## config.mk

```make
export PLATFORM = sky130hd
export DESIGN_NAME = uart_tx_fifo
export DESIGN_NICKNAME = d
export VERILOG_FILES = /design/src/rtl/uart_tx_fifo.sv
export SDC_FILE = /design/constraint.sdc
export NUM_CORES = 1
export LEC_CHECK = 0
export ABC_AREA = 1
export CAP_MARGIN = 20
export CELL_PAD_IN_SITES_DETAIL_PLACEMENT = 0
export CELL_PAD_IN_SITES_GLOBAL_PLACEMENT = 1
export CORE_UTILIZATION = 51
export DETAILED_ROUTE_END_ITERATION = 8
export PLACE_DENSITY = 0.94
export SYNTH_ARGS = -nofsm -noshare
export SYNTH_HDL_FRONTEND = slang
export SYNTH_SLANG_ARGS = --single-unit
```

## constraint.sdc

```tcl
create_clock -name i_Clk_12MHz -period 5.4 [get_ports i_Clk_12MHz]
set_input_delay 0.54 -clock i_Clk_12MHz [delete_from_list [all_inputs] [get_ports i_Clk_12MHz]]
set_output_delay 0.54 -clock i_Clk_12MHz [all_outputs]
set_load 0.03 [all_outputs]
```

## src/rtl/uart_tx_fifo.sv

```systemverilog
`default_nettype none
// ============================================================================
// Module   : uart_tx_fifo
// Purpose  : DEPTH-entry byte FIFO with a write sequencer that feeds the
//            UART transceiver's transmit side, paced by its ready flag.
//            Optional macro UART_TX_FIFO_OVERFLOW_CNT_EN enables the
//            saturating dropped-push counter.
// Revision : 1.0 - initial release
// ============================================================================
module uart_tx_fifo #(
    parameter int DEPTH       = 16,
    parameter int ADDR_W      = 4,
    parameter int ACK_TIMEOUT = 15
) (
    input  logic              i_Clk_12MHz,
    input  logic              i_Reset,
    input  logic [7:0]        i_Push_Data,
    input  logic              i_Push_Valid,
    output logic              o_Push_Ready,
    output logic [7:0]        o_Data_In,
    output logic              o_Wr_En,
    input  logic              i_Tx_Ready,
    output logic [ADDR_W:0]   o_Count,
    output logic              o_Empty,
    output logic [7:0]        o_Overflow_Count
);

    localparam int                     c_TIMEOUT_W  = $clog2(ACK_TIMEOUT + 1);
    localparam logic [ADDR_W:0]        c_FULL_COUNT = (ADDR_W + 1)'(DEPTH);
    localparam logic [c_TIMEOUT_W-1:0] c_ACK_LIMIT  = c_TIMEOUT_W'(ACK_TIMEOUT);

    typedef enum logic [1:0] {
        S_IDLE      = 2'd0,
        S_LOAD      = 2'd1,
        S_WAIT_BUSY = 2'd2,
        S_WAIT_DONE = 2'd3
    } state_t;

    state_t                  r_state;
    logic [7:0]              r_mem [DEPTH];
    logic [ADDR_W-1:0]       r_wr_ptr;
    logic [ADDR_W-1:0]       r_rd_ptr;
    logic [ADDR_W:0]         r_count;
    logic [c_TIMEOUT_W-1:0]  r_timeout;
    logic                    w_push;
    logic                    w_pop;

    assign o_Count      = r_count;
    assign o_Empty      = (r_count == '0);
    // Ready comes from the pre-edge count, so a full FIFO never admits a
    // push on the same edge as a pop.
    assign o_Push_Ready = (r_count != c_FULL_COUNT);

    assign w_push = i_Push_Valid && o_Push_Ready;
    assign w_pop  = (r_state == S_IDLE) && !o_Empty && i_Tx_Ready;

    // Storage is not reset; stale entries are unreachable once pointers clear.
    always_ff @(posedge i_Clk_12MHz) begin
        if (w_push && !i_Reset) begin
            r_mem[r_wr_ptr] <= i_Push_Data;
        end
    end

    always_ff @(posedge i_Clk_12MHz) begin
        if (i_Reset) begin
            r_wr_ptr <= '0;
            r_rd_ptr <= '0;
            r_count  <= '0;
        end else begin
            if (w_push) begin
                r_wr_ptr <= r_wr_ptr + 1'b1;
            end
            if (w_pop) begin
                r_rd_ptr <= r_rd_ptr + 1'b1;
            end
            case ({w_push, w_pop})
                2'b10:   r_count <= r_count + 1'b1;
                2'b01:   r_count <= r_count - 1'b1;
                default: r_count <= r_count;
            endcase
        end
    end

    always_ff @(posedge i_Clk_12MHz) begin
        if (i_Reset) begin
            r_state   <= S_IDLE;
            o_Wr_En   <= 1'b0;
            o_Data_In <= 8'h00;
            r_timeout <= '0;
        end else begin
            case (r_state)
                S_IDLE: begin
                    o_Wr_En <= 1'b0;
                    if (w_pop) begin
                        o_Data_In <= r_mem[r_rd_ptr];
                        o_Wr_En   <= 1'b1;
                        r_state   <= S_LOAD;
                    end
                end
                S_LOAD: begin
                    o_Wr_En   <= 1'b0;
                    r_timeout <= '0;
                    r_state   <= S_WAIT_BUSY;
                end
                S_WAIT_BUSY: begin
                    o_Wr_En <= 1'b0;
                    if (!i_Tx_Ready) begin
                        r_state <= S_WAIT_DONE;
                    end else if (r_timeout == c_ACK_LIMIT) begin
                        // Transceiver never went busy: strobe the same byte again.
                        o_Wr_En <= 1'b1;
                        r_state <= S_LOAD;
                    end else begin
                        r_timeout <= r_timeout + 1'b1;
                    end
                end
                S_WAIT_DONE: begin
                    o_Wr_En <= 1'b0;
                    if (i_Tx_Ready) begin
                        r_state <= S_IDLE;
                    end
                end
                default: begin
                    o_Wr_En <= 1'b0;
                    r_state <= S_IDLE;
                end
            endcase
        end
    end

`ifdef UART_TX_FIFO_OVERFLOW_CNT_EN
    logic [7:0] r_overflow_count;

    always_ff @(posedge i_Clk_12MHz) begin
        if (i_Reset) begin
            r_overflow_count <= 8'h00;
        end else if (i_Push_Valid && !o_Push_Ready && (r_overflow_count != 8'hFF)) begin
            r_overflow_count <= r_overflow_count + 8'h01;
        end
    end

    assign o_Overflow_Count = r_overflow_count;
`else
    assign o_Overflow_Count = 8'h00;
`endif

endmodule
`default_nettype wire

```

==> results of run 1 <==
-- Yosys cell counts (all sizes together) --
cell    instances  area, um2
nand2         227        857
edfxtp        128       3840
inv           100        375
nand3         100        500
buf            33        211
dfxtp          28        561
nor2           26        108
a21oi          21        116
ha             10        125
o21ai          10       50.1
o21a            8       60.1
xor2            6       52.6
clkbuf          4       15.0
nand4           2       25.0
nor3            2       10.0
clkinv          1       3.75
conb            1       3.75
fa              1       20.0
o21bai          1       7.51
xnor2           1       8.76
-- worst min-delay path, delay by kind of cell (launching register included) --
family	cells	cell delay, ns
compound gates	1	0.05
flops	1	0.31
simple gates	1	0.06
-- cells by family (layout without fill, tap and decap cells) --
| family | Yosys count | after routing | synth area share [%] |
|---|---|---|---|
| simple gates | 357 | 357 | 21.6 |
| flops | 156 | 156 | 63.3 |
| fa+ha+maj | 11 | 11 | 2.09 |
| compound gates | 40 | 40 | 3.36 |
| xor+xnor | 7 | 7 | 0.882 |
| buf+inv | 138 | 163 | 8.71 |
| other cells | 1 | 8 | 0.0539 |
-- final cells by class --
class                      count  share of cell area (%)
sequential                   156                    55.2
multi-input combinational    423                    24.7
clock buffer                  17                    5.33
inverter                     101                    4.75
timing repair buffer          30                    3.83
clock inverter                15                    3.37
tap                          176                    2.76
-- final timing paths --
| check | from | endpoint | slack, ns | depth (start not counted) |
|---|---|---|---|---|
| worst max-delay path | i_Reset | r_mem[5][2] | 2.67 | 4 |
| worst min-delay path | r_timeout[3] | r_timeout[3] | 0.46 | 2 |
| worst max register to register | o_Count[1] | o_Count[4] | 2.69 | 15 |
| worst min register to register | r_timeout[3] | r_timeout[3] | 0.46 | 2 |
-- stage by stage --
stage	cells	total power, W	instance area, um2	hold slack [ns]	setup slack [ns]
2_1_floorplan	717	0.00227	6980	0.440	2.89
3_3_place_gp	885	0.00255	7260	0.458	2.36
3_5_place_dp	885	0.00258	7260	0.453	2.29
4_1_cts	917	0.00396	7960	0.462	2.70
5_1_grt	918	0.00414	7980	0.514	2.50
6_report	918	0.00396	7980	0.461	2.67
-- flip-flops by register name (all words and copies together) (netlist names) --
signal and count:
o_Wr_En 1, r_rd_ptr 4, r_timeout 4, r_wr_ptr 4
o_Data_In 8, o_Count 5, r_mem 128, r_state 2
-- metal layers --
metal	track usage [%]	vias up	wire length (um)
met3	6.71	48	1170
met1	30.6	2298	6680
met4	11.7	0	486
li1	-	2327	-
met2	38.1	230	7650
met5	0	-	0
-- where the power goes --
part / switching, W / internal [W] / leakage (nW)
clock network: 0.000466 / 0.000913 / 0.331
registers: 0.0000645 / 0.00138 / 1.38
logic: 0.000773 / 0.000366 / 1.59
==> impl_metrics.tcl, run 1 <==
set metrics [dict create \
    wl_per_cell_um 17.4 \
    firstDrtPassIters 5 \
    worstPathCellList "clkdlybuf4s50_1, inv_1, nand3_1, nor2_1" \
    viasPerCell 5.34 \
    fin_crit_sh_pct 50.6 \
    post-route-drc-count 0 \
    route.antenna.remaining_nets 0 \
    area_of_the_multi_input_gates_um2 1970 \
    n_antenna_cell 0 \
    power.leakage_nw 3.30 \
    drt_first_iter_violations 432 \
    drive_gt1_share_pct 6.33 \
    fin_crit_ns 2.73 \
    ir_worst_vdd_v 0.000376 \
    pin_count 36 \
    drv_slew 0 \
    cp_top_family "buffers and inverters" \
    cts_max_path_buffers 2 \
    post_cts_hold_buffer_count 0 \
    timing.critical_path.arrival_ns 2.79 \
    post-cts-setup-buffers 0 \
    number_of_global_route_vias_before_repair 4794 \
    rows 42 \
    seqCellArea_um2 4410 \
    worst_pin_slew_ns 1.03 \
    clkSinkCount 156 \
    timing.critical_path.from_type "primary input" \
    post-dp-hpwl_um 10300 \
    first_pass_grt_wire_length_um 24800 \
    finalWirelength_um 16000 \
    gpl_wtd_cong 0.875 \
    port_buffers 27 \
    layout.cells.most_common_list "225 x nand2_1, 128 x edfxtp_1, 100 x nand3_1, 97 x inv_1" \
    layout.cells.most_common "nand2_1" \
    floorplan.initialDensity_pct 52.3 \
    fin_nets 752 \
    post_route_setup_tns_ns 0 \
    grtUsageTotal_pct 24.1 \
    design.core.area_um2 13300 \
    min-delay-path-class "reg2reg" \
    number_of_maximum_capacitance_constraint_violations 0 \
    critical-path-slowest-cell "clkdlybuf4s50_1" \
    floorplan.die.width_um 119 \
    synth_to_final_area_change_pct 14.7 \
    required_ns 5.46 \
    finClkSkew_ns 0.00527 \
    die_y_um 119 \
    yosys_register_bits 156 \
    yosysUniqueCellTypes 28 \
    clock_insertion_delay_worst_skew_ns 0.43 \
    run_status "finished, final reports clean" \
    via_count 4903 \
    netlist_instances 710 \
    clock_tree.htree_level_count 4 \
    cts_made_buffers 17 \
    antenna_found_initial 0 \
    power_per_cell_area_nw_per_um2 497 \
    crit_path_max_incr_delay_ns 0.67 \
    synth_sequential_area_ratio_pct 63.3 \
    rsz_0062_raised_after_global_routing "no" \
    floorplan_die_area_um2 14100 \
    setup-violations-final 0 \
    cts-resized-gates 0 \
    grt_remaining_overflow 0 \
    synth.avg_cell_area_um2 9.79 \
    timing.critical_path.fanout_max 21 \
    worst_slew_margin_rel_pct 31.5 \
    report.final.hold_viol_count 0 \
    criticalPathCategory "in2reg" \
    cts_root_buf "clkbuf_16" \
    max_freq_ghz 0.366 \
    fillCellCount 1069 \
    largest_net_degree_at_the_start_of_global_routing 68 \
    cp_num_buf_inv 2 \
    tritoncts_clock_tree "done" \
    yosysWarnings 0 \
    setup.worst_path.end_class "flip-flop" \
    post_synth_instance_area_um2 6950 \
    clk_pin_slew_ns 0.06 \
    postLayoutCoreUtil_pct 60.0 \
]
(Power assumes the default switching activity.)
==> run 2: changes to the inputs <==
--- a/config.mk
+++ b/config.mk
@@ -9,9 +9,9 @@
 export CAP_MARGIN = 20
 export CELL_PAD_IN_SITES_DETAIL_PLACEMENT = 0
 export CELL_PAD_IN_SITES_GLOBAL_PLACEMENT = 1
-export CORE_UTILIZATION = 51
+export CORE_UTILIZATION = 42
 export DETAILED_ROUTE_END_ITERATION = 8
-export PLACE_DENSITY = 0.94
+export PLACE_DENSITY = 0.84
 export SYNTH_ARGS = -nofsm -noshare
 export SYNTH_HDL_FRONTEND = slang
 export SYNTH_SLANG_ARGS = --single-unit
==> constraint.sdc (replaced) <==
create_clock -name i_Clk_12MHz -period 2.42 [get_ports i_Clk_12MHz]
set_input_delay 0.242 -clock i_Clk_12MHz [delete_from_list [all_inputs] [get_ports i_Clk_12MHz]]
set_output_delay 0.242 -clock i_Clk_12MHz [all_outputs]
set_load 0.03 [all_outputs]
==> run 2 against run 1 <==
Highest routed layer unchanged; hold slack better by 0.0070 ns; via count decreased by 3.4%; total power rose by 110%; clock skew rose by 0.0019 ns; cell count grew 6.9%; clock-buffer cell count unchanged; routed wire length is 7.9% lower; combinational power grew 120%; sequential power is 120% higher; non-clock buffer count grew 23; first-iteration DRC count fell by 31%; largest cell class unchanged.
==> impl_metrics.tcl, run 2 (synthesis results as in run 1) <==
set metrics [dict create \
    post-cts-setup-buffers 0 \
    fin_nets 775 \
    critical-path-slowest-cell "fa_1" \
    drive_gt1_share_pct 9.93 \
    largest-register "r_mem" \
    max_freq_ghz 0.462 \
    post-route-drc-count 0 \
    cts_made_buffers 17 \
    power.share.sequential_pct 39.2 \
    power_per_cell_area_nw_per_um2 1020 \
    fin_crit_sh_pct 89.5 \
    rrSetupSlack_ns 0.25 \
    postLayoutCoreUtil_pct 50.4 \
    clock_tree.htree_level_count 4 \
    n_antenna_cell 0 \
    via_count 4738 \
    tritoncts_clock_tree "done" \
    finalWirelength_um 14700 \
    grtUsageTotal_pct 18.9 \
    floorplan_die_area_um2 17100 \
    layout.cells.most_common "nand2_1" \
    power.leakage_nw 3.36 \
    power.net_switching_w 0.00295 \
    cell_internal_pwr_w 0.00528 \
    setup.worst_path.end_class "flip-flop" \
    largest_register_ff_count 128 \
    rsz_0062_raised_after_global_routing "no" \
    worst_pin_slew_ns 0.715 \
    pin_count 36 \
    criticalPathCategory "reg2reg" \
    floorplan.initialDensity_pct 43.5 \
    area_of_all_placed_cells_without_fillers_um2 8060 \
    ir_worst_vdd_v 0.000615 \
    route.antenna.remaining_nets 0 \
    clkSinkCount 156 \
    grt_remaining_overflow 0 \
    required_ns 2.73 \
    post_cts_hold_buffer_count 0 \
    cp_top_family "simple AND/OR/NAND/NOR gates" \
    first_pass_grt_wire_length_um 23500 \
    gpl_wtd_cong 0.814 \
    worstPathCellList "nor2_1, nand4_2, nand2_2, ha_1, inv_1, fa_1, inv_1, nand2_1, a21oi_1, nor2_1, nand2_1, nand2_1, nand2_1, a21oi_1" \
    clock_insertion_delay_worst_skew_ns 0.43 \
    report.final.hold_viol_count 0 \
    timing.critical_path.from_type "flip-flop" \
    layout.cells.most_common_list "225 x nand2_1, 128 x edfxtp_1, 100 x nand3_1, 97 x inv_1, 27 x clkdlybuf4s50_1" \
    worst_slew_margin_rel_pct 52.2 \
    drv_slew 0 \
    design.core.area_um2 16000 \
    crit_path_max_incr_delay_ns 0.40 \
    firstDrtPassIters 5 \
    number_of_maximum_capacitance_constraint_violations 0 \
    finClkSkew_ns 0.00713 \
    wl_per_cell_um 15.0 \
    number_of_global_route_vias_before_repair 4539 \
    run_status "finished, final reports clean" \
    setup-violations-final 0 \
    cts_root_buf "clkbuf_16" \
    pwr-share-clk_pct 30.0 \
    timing.critical_path.fanout_max 7 \
    switching_share_pct 35.9 \
    drt_first_iter_violations 296 \
    synth_to_final_area_change_pct 15.9 \
    antenna_found_initial 0 \
    fin_crit_ns 2.17 \
    min-delay-path-class "reg2reg" \
    rows 46 \
    cp_most_frequent_cell "nand2_1" \
    cp_num_buf_inv 2 \
    viasPerCell 4.83 \
    clk_pin_slew_ns 0.07 \
    placement.cell_area_um2 7510 \
    cts-resized-gates 0 \
    post-dp-hpwl_um 9460 \
    die_y_um 131 \
    cts_max_path_buffers 2 \
    floorplan.die.width_um 131 \
    power.combinational.fraction_pct 30.8 \
    post_route_setup_tns_ns 0 \
    largest_net_degree_at_the_start_of_global_routing 67 \
    port_buffers 27 \
    timing.critical_path.arrival_ns 2.47 \
]
-- run 2: changes by cell type in the layout (fill, tap and decap cells not counted), moves of 2 or more --
cell	delta
dfxtp_1	-5
dfxtp_2	+5
inv_8	+3
clkinv_4	-2
bufinv_16	-7
buf_4	+23
inv_6	+4
clkinvlp_4	+2
-- run 2: metal layers --
layer / vias up / wire (um) / GRT usage [%]
li1: 2370 / - / -
met1: 2237 / 6440 / 23.6
met2: 109 / 7410 / 31.5
met3: 22 / 591 / 4.64
met4: 0 / 286 / 7.44
met5: - / 0 / 0
-- run 2: worst paths after layout --
check          startpoint  cells past startpoint            to
max            o_Count[0]                     14    o_Count[4]
min          r_timeout[3]                      2  r_timeout[3]
max reg2reg    o_Count[0]                     14    o_Count[4]
min reg2reg  r_timeout[3]                      2  r_timeout[3]
-- run 2: power groups by stage --
stage	logic, W	clock network (W)	registers, W
floorplan	0.00165	0	0.00343
global placement	0.00249	0	0.00328
detailed placement	0.00255	0	0.00329
CTS	0.00256	0.00250	0.00323
global route	0.00283	0.00263	0.00325
finish	0.00254	0.00247	0.00323
-- run 2: metrics by stage --
stage	hold slack [ns]	worst slack, ns	power [W]	std cells
floorplan	0.341	0.0530	0.00508	717
global placement	0.452	0.178	0.00577	949
detailed placement	0.462	0.114	0.00583	949
CTS	0.471	0.277	0.00829	981
global route	0.511	0.0600	0.00871	981
finish	0.468	0.254	0.00823	981
-- run 2: cell type report --
| type | instances | area (um2) |
|---|---|---|
| Fill cell | 1474 | 7940 |
| Clock inverter | 15 | 126 |
| Timing Repair Buffer | 53 | 478 |
| Inverter | 101 | 379 |
| Multi-Input combinational cell | 423 | 1970 |
| Sequential cell | 156 | 4410 |
| Clock buffer | 17 | 425 |
| Tap cell | 216 | 270 |
-- run 2: worst min-delay path, cell delays in order (launching register included) --
cell	delay, ns
dfxtp_1	0.31
nand2_1	0.06
a21oi_1	0.05
==> run 3: changes to the inputs <==
--- a/config.mk
+++ b/config.mk
@@ -9,9 +9,9 @@
 export CAP_MARGIN = 20
 export CELL_PAD_IN_SITES_DETAIL_PLACEMENT = 0
 export CELL_PAD_IN_SITES_GLOBAL_PLACEMENT = 1
-export CORE_UTILIZATION = 42
+export CORE_UTILIZATION = 51
 export DETAILED_ROUTE_END_ITERATION = 8
-export PLACE_DENSITY = 0.84
+export PLACE_DENSITY = 0.93
 export SYNTH_ARGS = -nofsm -noshare
 export SYNTH_HDL_FRONTEND = slang
 export SYNTH_SLANG_ARGS = --single-unit
==> constraint.sdc (replaced) <==
create_clock -name i_Clk_12MHz -period 2.5 [get_ports i_Clk_12MHz]
set_input_delay 0.25 -clock i_Clk_12MHz [delete_from_list [all_inputs] [get_ports i_Clk_12MHz]]
set_output_delay 0.25 -clock i_Clk_12MHz [all_outputs]
set_load 0.03 [all_outputs]
==> run 3 against run 2 <==
Register-to-register slack better by 0.07 ns; routed wire length is 0.33% higher; cell area is 0.51% lower; core utilization is 9.9 points higher; critical path type unchanged; combinational power is 2% lower; clock power hardly changed; sequential power is 4% lower; die area is 17% lower; clock-buffer cell count stayed put; critical endpoint is now o_Count[3]; fmax is 0.65% lower.
==> impl_metrics.tcl, run 3 (synthesis results as in run 1) <==
set metrics [dict create \
    run_status "finished, final reports clean" \
    required_ns 2.82 \
    cts-resized-gates 0 \
    via_count 4826 \
    die_y_um 119 \
    cts_root_buf "clkbuf_16" \
    post-route-drc-count 0 \
    setup-violations-final 0 \
    seqCellArea_um2 4410 \
    timing.critical_path.fanout_max 4 \
    clock_insertion_delay_worst_skew_ns 0.43 \
    setup.worst_path.end_class "flip-flop" \
    worstPathCellList "nor2_1, nand4_2, nand2_2, nor2_4, ha_1, buf_4, ha_1, nand3_1, nand3_1, xor2_1, o21ai_0, inv_1" \
    gpl_wtd_cong 0.888 \
    post_cts_hold_buffer_count 0 \
    power.leakage_nw 3.36 \
    number_of_maximum_capacitance_constraint_violations 0 \
    viasPerCell 5.13 \
    rrSetupSlack_ns 0.32 \
    cts_max_path_buffers 2 \
    pwr-share-clk_pct 30.8 \
    fin_crit_sh_pct 87.2 \
    area_of_the_multi_input_gates_um2 1970 \
    cts_made_buffers 17 \
    route.antenna.remaining_nets 0 \
    power.share.sequential_pct 38.3 \
    power.net_switching_w 0.00279 \
    gr-usage-met1_pct 28.7 \
    critical-path-slowest-cell "dfxtp_1" \
    fin_total_pwr_w 0.00805 \
    largest-register "r_mem" \
    port_buffers 27 \
    power_per_cell_area_nw_per_um2 1000 \
    n_antenna_cell 0 \
    finClkSkew_ns 0.00646 \
    ir_worst_vdd_v 0.000553 \
    cell_internal_pwr_w 0.00526 \
    crit_path_max_incr_delay_ns 0.34 \
    tritoncts_clock_tree "done" \
    fin_nets 774 \
    drt_first_iter_violations 374 \
    pin_count 36 \
    grt_most_used_layer "met2" \
    worst_pin_slew_ns 0.769 \
    antenna_found_initial 0 \
    layout.cells.most_common_list "225 x nand2_1, 128 x edfxtp_1, 100 x nand3_1, 97 x inv_1, 27 x clkdlybuf4s50_1" \
    floorplan.die.width_um 119 \
    report.final.hold_viol_count 0 \
    rsz_0062_raised_after_global_routing "no" \
    rows 42 \
    layout.cells.most_common "nand2_1" \
    cp_num_buf_inv 2 \
    number_of_global_route_vias_before_repair 4682 \
    max_freq_ghz 0.459 \
    synth_to_final_area_change_pct 15.3 \
    grt_remaining_overflow 0 \
    post-cts-setup-buffers 0 \
    fillCellCount 1088 \
    criticalPathCategory "reg2reg" \
    switching_share_pct 34.6 \
    timing.critical_path.from_type "flip-flop" \
    post-dp-hpwl_um 9400 \
    clk_pin_slew_ns 0.06 \
    min-delay-path-class "reg2reg" \
    grt_use_met2_pct 37.9 \
    clock_tree.htree_level_count 4 \
    cp_top_family "simple AND/OR/NAND/NOR gates" \
    finalWirelength_um 14800 \
    grt_use_met3_pct 5.12 \
    firstDrtPassIters 5 \
    floorplan_die_area_um2 14100 \
    largest_register_ff_count 128 \
    wl_per_cell_um 15.7 \
    timing.critical_path.arrival_ns 2.50 \
    floorplan.initialDensity_pct 52.3 \
    worst_slew_margin_rel_pct 48.6 \
    clkSinkCount 156 \
    grtUsageTotal_pct 22.9 \
    first_pass_grt_wire_length_um 24000 \
    design.core.area_um2 13300 \
    power.combinational.fraction_pct 30.9 \
    fin_crit_ns 2.18 \
    drive_gt1_share_pct 9.03 \
    post_route_setup_tns_ns 0 \
    area_of_all_placed_cells_without_fillers_um2 8020 \
    placement.cell_area_um2 7450 \
    drv_slew 0 \
    largest_net_degree_at_the_start_of_global_routing 67 \
]
[run 3: changes by cell type in the layout (fill, tap and decap cells not counted), moves of 2 or more]
| cell | before | now |
|---|---|---|
| dfxtp_1 | 22 | 26 |
| dfxtp_2 | 6 | 2 |
| inv_6 | 5 | 2 |
| inv_8 | 3 | 0 |
| bufinv_16 | 0 | 2 |
| clkinv_1 | 1 | 3 |
[run 3: final timing paths]
path                start            to  depth (start not counted)
min reg2reg  r_timeout[3]  r_timeout[3]                          2
max reg2reg    o_Count[0]    o_Count[3]                         12
max            o_Count[0]    o_Count[3]                         12
min          r_timeout[3]  r_timeout[3]                          2
[run 3: through the flow]
stage | setup WS [ns] | std cells | utilization (%) | hold slack, ns
after global routing | 0.163 | 940 | 60.3 | 0.496
after detailed placement | 0.235 | 908 | 56.0 | 0.460
after floorplan | 0.0300 | 717 | - | 0.349
after CTS | 0.319 | 940 | 60.3 | 0.468
after global placement | 0.254 | 908 | 56.0 | 0.450
final | 0.320 | 940 | 60.3 | 0.463
[run 3: power by group through the flow]
stage / Clock (W) / Sequential, W / Combinational (W)
2_1_floorplan: 0 / 0.00331 / 0.00160
3_3_place_gp: 0 / 0.00313 / 0.00244
3_5_place_dp: 0 / 0.00314 / 0.00248
4_1_cts: 0.00250 / 0.00309 / 0.00251
5_1_grt: 0.00260 / 0.00311 / 0.00276
6_report: 0.00248 / 0.00309 / 0.00248
[run 3: layout make-up]
type                    count  area share, %
flip-flops and latches    156           54.9
multi-input cells         423           24.6
repair buffers             52           5.87
clock buffers              17           5.30
inverters                 101           4.73
well taps                 176           2.75
clock inverters            15           1.84
[run 3: routing by layer]
metal	wire (um)	share of wire (%)
met1	6190	42
met4	398	2.7
met2	7370	50
met5	0	0
met3	818	5.5
[run 3: tightest hold or removal path: cells and delay by family, from the launching register on]
kind / cells / cell delay, ns
compound gates: 1 / 0.05
flops: 1 / 0.31
simple gates: 1 / 0.06
